[src/rtl/uart_tx_arbiter_if.sv]
// Handshake bundle between byte sources, the UART arbiter and the transmitter.
// The arbiter takes the slave side; the environment (sources + transmitter) the master side.
interface uart_tx_arbiter_if #(
  parameter int NUM_REQ   = 4,
  parameter int DATA_BITS = 8
);
  localparam int ID_W = $clog2(NUM_REQ);

  logic [NUM_REQ-1:0]           req_valid;
  logic [NUM_REQ*DATA_BITS-1:0] req_data;
  logic [NUM_REQ-1:0]           req_last;
  logic [NUM_REQ-1:0]           req_ready;
  logic                         tx_ready;
  logic                         tx_start;
  logic [DATA_BITS-1:0]         tx_data;
  logic [ID_W-1:0]              grant_id;
  logic                         locked;
  logic                         err_timeout;

  modport master (
    output req_valid, req_data, req_last, tx_ready,
    input  req_ready, tx_start, tx_data, grant_id, locked, err_timeout
  );

  modport slave (
    input  req_valid, req_data, req_last, tx_ready,
    output req_ready, tx_start, tx_data, grant_id, locked, err_timeout
  );
endinterface

[src/rtl/uart_tx_arbiter.sv]
// Round-robin arbiter sharing one UART transmitter between NUM_REQ byte sources,
// with packet lock and a sticky transmitter-acknowledge timeout flag.
module uart_tx_arbiter #(
  parameter int NUM_REQ     = 4,
  parameter int DATA_BITS   = 8,
  parameter int ACK_TIMEOUT = 16
) (
  input logic              clk,
  input logic              reset,
  uart_tx_arbiter_if.slave bus
);
  localparam int ID_W = $clog2(NUM_REQ);

  localparam logic [2:0] ST_IDLE      = 3'd0;
  localparam logic [2:0] ST_START     = 3'd1;
  localparam logic [2:0] ST_WAIT_ACK  = 3'd2;
  localparam logic [2:0] ST_WAIT_DONE = 3'd3;
  localparam logic [2:0] ST_LOCKED    = 3'd4;

  localparam logic [7:0]      ACK_LIMIT = 8'(ACK_TIMEOUT);
  localparam logic [ID_W-1:0] PTR_INIT  = ID_W'(NUM_REQ - 1);

  logic [2:0]           state_r;
  logic [ID_W-1:0]      ptr_r;
  logic [ID_W-1:0]      grant_r;
  logic [DATA_BITS-1:0] tx_data_r;
  logic                 tx_start_r;
  logic                 locked_r;
  logic                 err_r;
  logic                 last_r;
  logic [7:0]           ack_cnt_r;

  logic [ID_W-1:0]      win_s;
  logic [ID_W-1:0]      sel_s;
  logic                 capture_s;
  logic [NUM_REQ-1:0]   ready_s;
  logic [DATA_BITS-1:0] sel_data_s;
  logic                 sel_last_s;
  logic [7:0]           ack_next_s;

  // First valid index searching upward from ptr+1, wrapping; ptr itself is checked last.
  function automatic logic [ID_W-1:0] rr_pick(input logic [NUM_REQ-1:0] valid,
                                              input logic [ID_W-1:0]    ptr);
    logic [ID_W-1:0] win;
    logic [ID_W-1:0] cand;
    logic            found;
    int              idx;
    win   = ptr;
    found = 1'b0;
    for (int i = 1; i <= NUM_REQ; i++) begin
      idx  = (int'(ptr) + i) % NUM_REQ;
      cand = ID_W'(idx);
      if (!found && valid[cand]) begin
        win   = cand;
        found = 1'b1;
      end else begin
        found = found;
      end
    end
    return win;
  endfunction

  function automatic logic [NUM_REQ-1:0] one_hot(input logic [ID_W-1:0] idx);
    logic [NUM_REQ-1:0] v;
    v = {NUM_REQ{1'b0}};
    for (int i = 0; i < NUM_REQ; i++) begin
      if (ID_W'(i) == idx) begin
        v[i] = 1'b1;
      end else begin
        v[i] = 1'b0;
      end
    end
    return v;
  endfunction

  // Decide whether a byte is accepted this cycle and from whom.
  always_comb begin
    win_s     = rr_pick(bus.req_valid, ptr_r);
    sel_s     = grant_r;
    capture_s = 1'b0;
    if (!reset) begin
      capture_s = 1'b0;
    end else begin
      case (state_r)
        ST_IDLE: begin
          sel_s = win_s;
          if (bus.tx_ready && (|bus.req_valid)) begin
            capture_s = 1'b1;
          end else begin
            capture_s = 1'b0;
          end
        end
        ST_LOCKED: begin
          sel_s = grant_r;
          if (bus.tx_ready && bus.req_valid[grant_r]) begin
            capture_s = 1'b1;
          end else begin
            capture_s = 1'b0;
          end
        end
        default: begin
          sel_s     = grant_r;
          capture_s = 1'b0;
        end
      endcase
    end
  end

  // Steer the selected requester's byte and last marker toward the capture registers.
  always_comb begin
    sel_data_s = {DATA_BITS{1'b0}};
    sel_last_s = 1'b0;
    for (int i = 0; i < NUM_REQ; i++) begin
      if (ID_W'(i) == sel_s) begin
        sel_data_s = bus.req_data[i*DATA_BITS +: DATA_BITS];
        sel_last_s = bus.req_last[i];
      end else begin
        sel_last_s = sel_last_s;
      end
    end
  end

  assign ready_s    = capture_s ? one_hot(sel_s) : {NUM_REQ{1'b0}};
  assign ack_next_s = ack_cnt_r + 8'd1;

  // Transmitter sequencing FSM with capture, lock and acknowledge timeout.
  always_ff @(posedge clk) begin
    if (!reset) begin
      state_r    <= ST_IDLE;
      ptr_r      <= PTR_INIT;
      grant_r    <= {ID_W{1'b0}};
      tx_data_r  <= {DATA_BITS{1'b0}};
      tx_start_r <= 1'b0;
      locked_r   <= 1'b0;
      err_r      <= 1'b0;
      last_r     <= 1'b0;
      ack_cnt_r  <= 8'd0;
    end else begin
      tx_start_r <= 1'b0;
      case (state_r)
        ST_IDLE, ST_LOCKED: begin
          if (capture_s) begin
            tx_data_r  <= sel_data_s;
            grant_r    <= sel_s;
            ptr_r      <= sel_s;
            last_r     <= sel_last_s;
            tx_start_r <= 1'b1;
            state_r    <= ST_START;
          end else begin
            state_r <= state_r;
          end
        end
        ST_START: begin
          ack_cnt_r <= 8'd0;
          state_r   <= ST_WAIT_ACK;
        end
        ST_WAIT_ACK: begin
          if (!bus.tx_ready) begin
            state_r <= ST_WAIT_DONE;
          end else begin
            ack_cnt_r <= ack_next_s;
            // Transmitter never went busy: drop the byte, keep the pointer.
            if (ack_next_s == ACK_LIMIT) begin
              err_r    <= 1'b1;
              locked_r <= 1'b0;
              state_r  <= ST_IDLE;
            end else begin
              state_r <= ST_WAIT_ACK;
            end
          end
        end
        ST_WAIT_DONE: begin
          if (bus.tx_ready) begin
            if (last_r) begin
              locked_r <= 1'b0;
              state_r  <= ST_IDLE;
            end else begin
              locked_r <= 1'b1;
              state_r  <= ST_LOCKED;
            end
          end else begin
            state_r <= ST_WAIT_DONE;
          end
        end
        default: begin
          locked_r <= 1'b0;
          state_r  <= ST_IDLE;
        end
      endcase
    end
  end

  assign bus.req_ready   = ready_s;
  assign bus.tx_start    = tx_start_r;
  assign bus.tx_data     = tx_data_r;
  assign bus.grant_id    = grant_r;
  assign bus.locked      = locked_r;
  assign bus.err_timeout = err_r;
endmodule

[src/flat_wrapper.sv]
// flat-port wrapper written by rule: the top's interface ports become plain ports
module uart_tx_arbiter_flat 
#(
  parameter int NUM_REQ     = 4,
  parameter int DATA_BITS   = 8,
  parameter int ACK_TIMEOUT = 16
)
  (clk, reset, bus_req_valid, bus_req_data, bus_req_last, bus_tx_ready, bus_req_ready, bus_tx_start, bus_tx_data, bus_grant_id, bus_locked, bus_err_timeout);
  uart_tx_arbiter_if #(.NUM_REQ(NUM_REQ), .DATA_BITS(DATA_BITS)) bus_i ();
  input logic clk;
  input logic reset;
  input wire logic [$bits(bus_i.req_valid)-1:0] bus_req_valid;
  input wire logic [$bits(bus_i.req_data)-1:0] bus_req_data;
  input wire logic [$bits(bus_i.req_last)-1:0] bus_req_last;
  input wire logic [$bits(bus_i.tx_ready)-1:0] bus_tx_ready;
  output wire logic [$bits(bus_i.req_ready)-1:0] bus_req_ready;
  output wire logic [$bits(bus_i.tx_start)-1:0] bus_tx_start;
  output wire logic [$bits(bus_i.tx_data)-1:0] bus_tx_data;
  output wire logic [$bits(bus_i.grant_id)-1:0] bus_grant_id;
  output wire logic [$bits(bus_i.locked)-1:0] bus_locked;
  output wire logic [$bits(bus_i.err_timeout)-1:0] bus_err_timeout;
  assign bus_i.req_valid = bus_req_valid;
  assign bus_i.req_data = bus_req_data;
  assign bus_i.req_last = bus_req_last;
  assign bus_i.tx_ready = bus_tx_ready;
  assign bus_req_ready = bus_i.req_ready;
  assign bus_tx_start = bus_i.tx_start;
  assign bus_tx_data = bus_i.tx_data;
  assign bus_grant_id = bus_i.grant_id;
  assign bus_locked = bus_i.locked;
  assign bus_err_timeout = bus_i.err_timeout;
  uart_tx_arbiter #(.NUM_REQ(NUM_REQ), .DATA_BITS(DATA_BITS), .ACK_TIMEOUT(ACK_TIMEOUT)) u_core (.clk(clk), .reset(reset), .bus(bus_i));
endmodule
[config.mk]
export PLATFORM = sky130hd
export DESIGN_NAME = uart_tx_arbiter_flat
export DESIGN_NICKNAME = d
export VERILOG_FILES = /design/src/rtl/uart_tx_arbiter_if.sv /design/src/rtl/uart_tx_arbiter.sv /design/src/flat_wrapper.sv
export SDC_FILE = /design/constraint.sdc
export NUM_CORES = 1
export LEC_CHECK = 0
export ABC_CLOCK_PERIOD_IN_PS = 1950
export CORE_ASPECT_RATIO = 1.1
export CORE_MARGIN = 2
export CORE_UTILIZATION = 40
export DETAILED_ROUTE_END_ITERATION = 8
export PLACE_DENSITY = 0.76
export SYNTH_ARGS = -nofsm -noshare
export SYNTH_HDL_FRONTEND = slang
export SYNTH_SLANG_ARGS = --single-unit
[constraint.sdc]
create_clock -name clk -period 1.95 [get_ports clk]
set_clock_uncertainty 0.2 [all_clocks]
set_input_delay 0.39 -clock clk [delete_from_list [all_inputs] [get_ports clk]]
set_output_delay 0.39 -clock clk [all_outputs]
set_load 0.01 [all_outputs]
; ---- Word level (Yosys, flattened, before mapping)
; Index checks and enable logic that the tools add are counted.
[totals]
regBits = 27
inputBits = 43
out_inout_bits = 17
word_cells = 101
[op_classes]
add_sub_neg = 5
order_cmp = 5
n_eq_ne = 12
muxes = 50
bitwise = 1
n_reduce_logical = 19
[op_table]
columns = cell, n
row1 = $mux 8, 5
row2 = $mux 1, 24
row3 = $pmux 8 s2, 1
row4 = $lt 2x3->1 const B, 5
row5 = $mux 2, 7
row6 = $mux 3, 4
row7 = $pmux 3 s4, 1
row8 = $bmux 1 s2, 5
row9 = $add 8x1->8 const B, 1
row10 = $eq 8x5->1 const B, 1
row11 = $eq 3x2->1 const B, 2
row12 = $reduce_and 2->1, 3
row13 = $logic_and 1x1->1, 5
row14 = $add 2x1->2 const B, 2
row15 = $add 2x2->2 const B, 2
row16 = $eq 2x2->1 const A, 2
row17 = $mux 4, 1
row18 = $ne 2x1->1 const B, 2
row19 = $ne 2x2->1 const B, 2
row20 = $reduce_and 4->1, 1
row21 = $reduce_or 4->1, 1
row22 = $eq 3x1->1 const B, 1
row23 = $eq 3x3->1 const B, 1
row24 = $logic_not 1->1, 3
row25 = other kinds (10), 10

; ---- Logic depth before layout (Yosys ltp)
; Gate-level depths: netlist of the first run.
[depth]
word_depth = 20
depth_mapped = 8
depth_no_buf = 6

; ---- Worst setup path after synthesis of the first run
; No wires, ideal clock.
[synth_timing]
path_type = in2out
startpoint = input port reset
endpoint = output port bus_req_ready[0]
t_arrival_ns = 1.607
required_time_ns = 1.360
path_slack_ns = -0.247
cell_stages = 7
n_path_buf = 2
path_cell_list = buf_4 -> nor4b_4 -> nor2b_1 -> a31oi_2 -> buf_4 -> nand2_1 -> nor2_1
[synth_between]
elab_chain_cells = 4
elab_cells_between_ends = 5
classes_between = 4 x mux / 1 x reduce/logical
[synth_lines]
columns = item, line_no
row1 = from (decl), flat_wrapper.sv:11  ; input logic reset;
row2 = $mux 2, uart_tx_arbiter.sv:81  ; if (!reset) begin
row3 = $logic_not 2->1, uart_tx_arbiter.sv:67  ; if (ID_W'(i) == idx) begin
row4 = $mux 1, uart_tx_arbiter.sv:67
row5 = $mux 4 (*), uart_tx_arbiter.sv:123  ; assign ready_s = capture_s ? one_hot(sel_s) : {NUM_REQ{1'b0}};
row6 = to (decl), flat_wrapper.sv:16  ; output wire logic [$bits(bus_i.req_ready)-1:0] bus_req_ready;
; Every way passes the cells marked *; elsewhere a longest branch is shown, timed or not.

; ---- Final worst setup path of the first run
[layout_timing]
startpoint = register u_core.state_r[0]
endpoint = output port bus_req_ready[3]
[layout_between]
elab_chain_cells = 6
elab_cells_between_ends = 9
classes_between = 2 x eq/ne / 6 x mux / 1 x reduce/logical
[layout_lines]
columns = item, line_no
row1 = from (decl), uart_tx_arbiter.sv:23  ; logic [2:0] state_r;
row2 = from (signal assigned), uart_tx_arbiter.sv:150  ; state_r <= state_r;
row3 = $logic_not 3->1, uart_tx_arbiter.sv:84  ; case (state_r)
row4 = $mux 2, uart_tx_arbiter.sv:84
row5 = $mux 2, uart_tx_arbiter.sv:81
row6 = $eq 2x2->1, uart_tx_arbiter.sv:67
row7 = $mux 1, uart_tx_arbiter.sv:67
row8 = $mux 4 (*), uart_tx_arbiter.sv:123
; Marked as above.

==> flow_summary.yaml, run 1 <==
layout:
  fin_nets: 320
  syn_to_final_growth_pct: 69.32
  antenna_cells: 0
  drive_above_1_share: 0.3164
  utilization: 0.6952
logic_synthesis:
  synth_area_sq_um: 1603
  ys_warn_count: 0
  async_flop_share: 0
  synth_nets: 232
  seq_area_frac_synth: 0.3372
  syn_area_per_cell_sq_um: 8.525
  synth_edf_count: 0
  synth_top_area_frac: 0.3372
  netlist_top_cells_area: "dfxtp_1 34%, mux2i_1 14%, nand3_1 3.7%"
  ys_top_cells_by_count: "27 x dfxtp_1, 22 x mux2i_1, 15 x nor2_1, 13 x nand2_1, 12 x nand3_1"
  yosysTopAreaCell: "dfxtp_1"
  synth_flop_cell: "dfxtp_1"
  netlist_instances: 188
  yosysMostFrequentCell: "dfxtp_1"
  ys_types: 41
  ys_ff_latch: 27
timing:
  hold_viol_final: 0
  tightest_slew_ns: 0.2700
  post-route-min-period_ns: 2.288
  setup_ws_ns: -0.3381
  fmax_mhz: 437.0
  grt_setup_unrepaired: "yes"
  whs_ns: 0.2816
  period_share: 1.173
  max_slew_margin: 0.8149
  setup_viol: 19
  drv_slew: 0
detailed_routing:
  post_drt_wl_per_cell_microns: 14.95
  dr.pass1.iters: 4
  num_vias: 1763
  drtAntennaViolNets: 0
  vias_per_cell: 5.391
  route.detailed.drc: 0
  wirelength_microns: 4890
  drtIter0Drc: 78
power:
  sw_frac_of_total: 0.3003
  power_leakage_uw: 0.001142
  vdd.ir_drop.worst_v: 0.0003125
  power.internal_uw: 1076
  powerDensity_nw_per_um2: 566.7
  power.switching_uw: 461.8
  seq_power_share: 0.406
  pwr-share-clk: 0.215
  combPwrFrac: 0.379
setup_path:
  regToRegStartpoint: "u_core.bus.grant_id[1]"
  required_ns: 1.36
  startpoint_type: "flop"
  arrival_ns: 1.70
  cp-end-kind: "primary output"
  r2r-end: "u_core.ptr_r[1]"
  slowest_stage: "dfxtp_2"
  crit_chain: "nor4b_4 > nor2b_1 > a31oi_2 > buf_6 > nand2b_4 > nor2_1 > buf_2"
  rr_worst_depth: 11
  worst-setup-path-type: "reg -> out"
  crit_fanout: 4
  crit_buf_inv: 2
  cpPeakStageDelay_ns: 0.35
  r2r_slack_ns: -0.28
  crit_family: "simple AND/OR/NAND/NOR gates"
run_status:
  violations: "setup timing"
  status: "complete, but fails checks"
clock_network:
  cts.htree.levels: 1
  numCtsBuffers: 3
  cts.sinks: 27
  cts-root-buf: "clkbuf_8"
  insertion_delay_ns: 0.28
  clockBufferDepth: 2
  path_clk_slew_ns: 0.09
  cts_tree: "done"
floorplan:
  die_h_microns: 70.39
  rows: 24
  initial_core_util: 0.4106
  pin_count: 60
  core_area_sq_um: 3904
  die_width_microns: 64.36
  die_area_sq_um: 4530
grt:
  grt_max_degree: 20
  grt_overflow: 0
  grt_pass1_vias: 1741
  antenna_found_initial: 0
  grt_pass1_wl_microns: 7610
  grt.total_usage: 0.2078
min_path:
  hold_class: "reg -> reg"
  min_delay_worst_endpoint: "u_core.bus.err_timeout"
  hold_depth: 1
  worstHoldStart: "u_core.bus.err_timeout"
place:
  place_congestion: 0.8666
  post-dp-hpwl_microns: 3213
  io_buffers: 59
job:
  max_cap_violations: 0
-- metal layers --
layer,global-route usage,vias up,share of wire
met4,0.07329,0,0.014
met5,0,-,0
met3,0.05636,8,0.060
li1,-,870,-
met1,0.2398,827,0.40
met2,0.3646,58,0.53
-- state kept, by name, summed over array words and instances (netlist names) --
| signal | flops |
|---|---|
| u_core.bus.tx_data | 8 |
| u_core.bus.locked | 1 |
| u_core.ack_cnt_r | 8 |
| u_core.last_r | 1 |
| u_core.state_r | 3 |
| u_core.bus.grant_id | 2 |
| u_core.ptr_r | 2 |
| u_core.bus.tx_start | 1 |
| u_core.bus.err_timeout | 1 |
-- worst max path at each step --
stage	start	depth (start not counted)	end
CTS	u_core.state_r[0]	7	bus_req_ready[3]
finish	u_core.state_r[0]	7	bus_req_ready[3]
global route	u_core.state_r[0]	7	bus_req_ready[2]
detailed placement	bus_req_valid[1]	8	bus_req_ready[0]
global placement	bus_req_valid[1]	8	bus_req_ready[0]
floorplan	reset	7	bus_req_ready[0]
-- placed cells by master, fill, tap and decap left out, drive strengths merged, types with 6 or more instances in the layout --
cell / instances
clkdlybuf4s50: 48
buf: 42
dfxtp: 27
mux2i: 22
nor2: 15
nand2: 13
nand3: 12
nor2b: 8
nor3: 8
a21oi: 8
nand2b: 7
o21ai: 7
clkbuf: 6
-- cell type report --
class	count	area [sq um]
Fill cell	297	1190
Multi-Input combinational cell	148	1145
Timing Repair Buffer	95	907.1
Inverter	1	3.754
Tap cell	52	65.06
Clock buffer	4	45.04
Sequential cell	27	548.0
-- power by group through the flow --
| stage | registers [uW] | logic, uW | clock network (uW) |
|---|---|---|---|
| floorplan | 639 | 224 | 0 |
| global placement | 627 | 463 | 0 |
| global route | 628 | 622 | 353 |
| finish | 624 | 583 | 331 |
| CTS | 618 | 478 | 332 |
| detailed placement | 629 | 468 | 0 |
-- stage by stage --
step / TNS (ns) / area (sq um) / setup WS (ns) / cells / total power [uW]
after global routing: -5.418 / 2714 / -0.4216 / 327 / 1604
after CTS: -2.884 / 2481 / -0.3266 / 318 / 1428
final: -4.108 / 2714 / -0.3381 / 327 / 1538
after floorplan: -0.5440 / 1647 / -0.1438 / 188 / 863.6
after detailed placement: -14.80 / 2421 / -1.007 / 313 / 1097
after global placement: -13.96 / 2421 / -0.9798 / 313 / 1090
-- cells by family after synthesis --
| family | count (synthesis) | synth area share |
|---|---|---|
| simple gates | 77 | 0.2584 |
| buf+inv | 13 | 0.04137 |
| compound gates | 47 | 0.2108 |
| fa+ha+maj | 1 | 0.007805 |
| mux | 23 | 0.1444 |
| flops | 27 | 0.3372 |
-- timing repair --
| item | 4_1_cts | 5_1_grt |
|---|---|---|
| buffers inserted | 1 | 9 |
| pin swaps | 6 | 13 |
| hold buffers | 0 | 0 |
| gates resized for setup | 45 | 45 |
| cloned | 0 | 1 |
| hold endpoints to repair | 0 | 0 |
| setup endpoints to repair | 20 | 19 |
Power figures use the tool's default switching activity.
==> run 2, diff against run 1 <==
--- a/config.mk
+++ b/config.mk
@@ -9,7 +9,9 @@
 export CORE_ASPECT_RATIO = 1.1
 export CORE_MARGIN = 2
 export CORE_UTILIZATION = 40
+export CTS_CLUSTER_SIZE = 8
 export DETAILED_ROUTE_END_ITERATION = 8
+export GPL_ROUTABILITY_DRIVEN = 0
 export PLACE_DENSITY = 0.76
 export SYNTH_ARGS = -nofsm -noshare
 export SYNTH_HDL_FRONTEND = slang
==> results of run 2 <==
Final layout, timing and power as in run 1 (identical DEF).
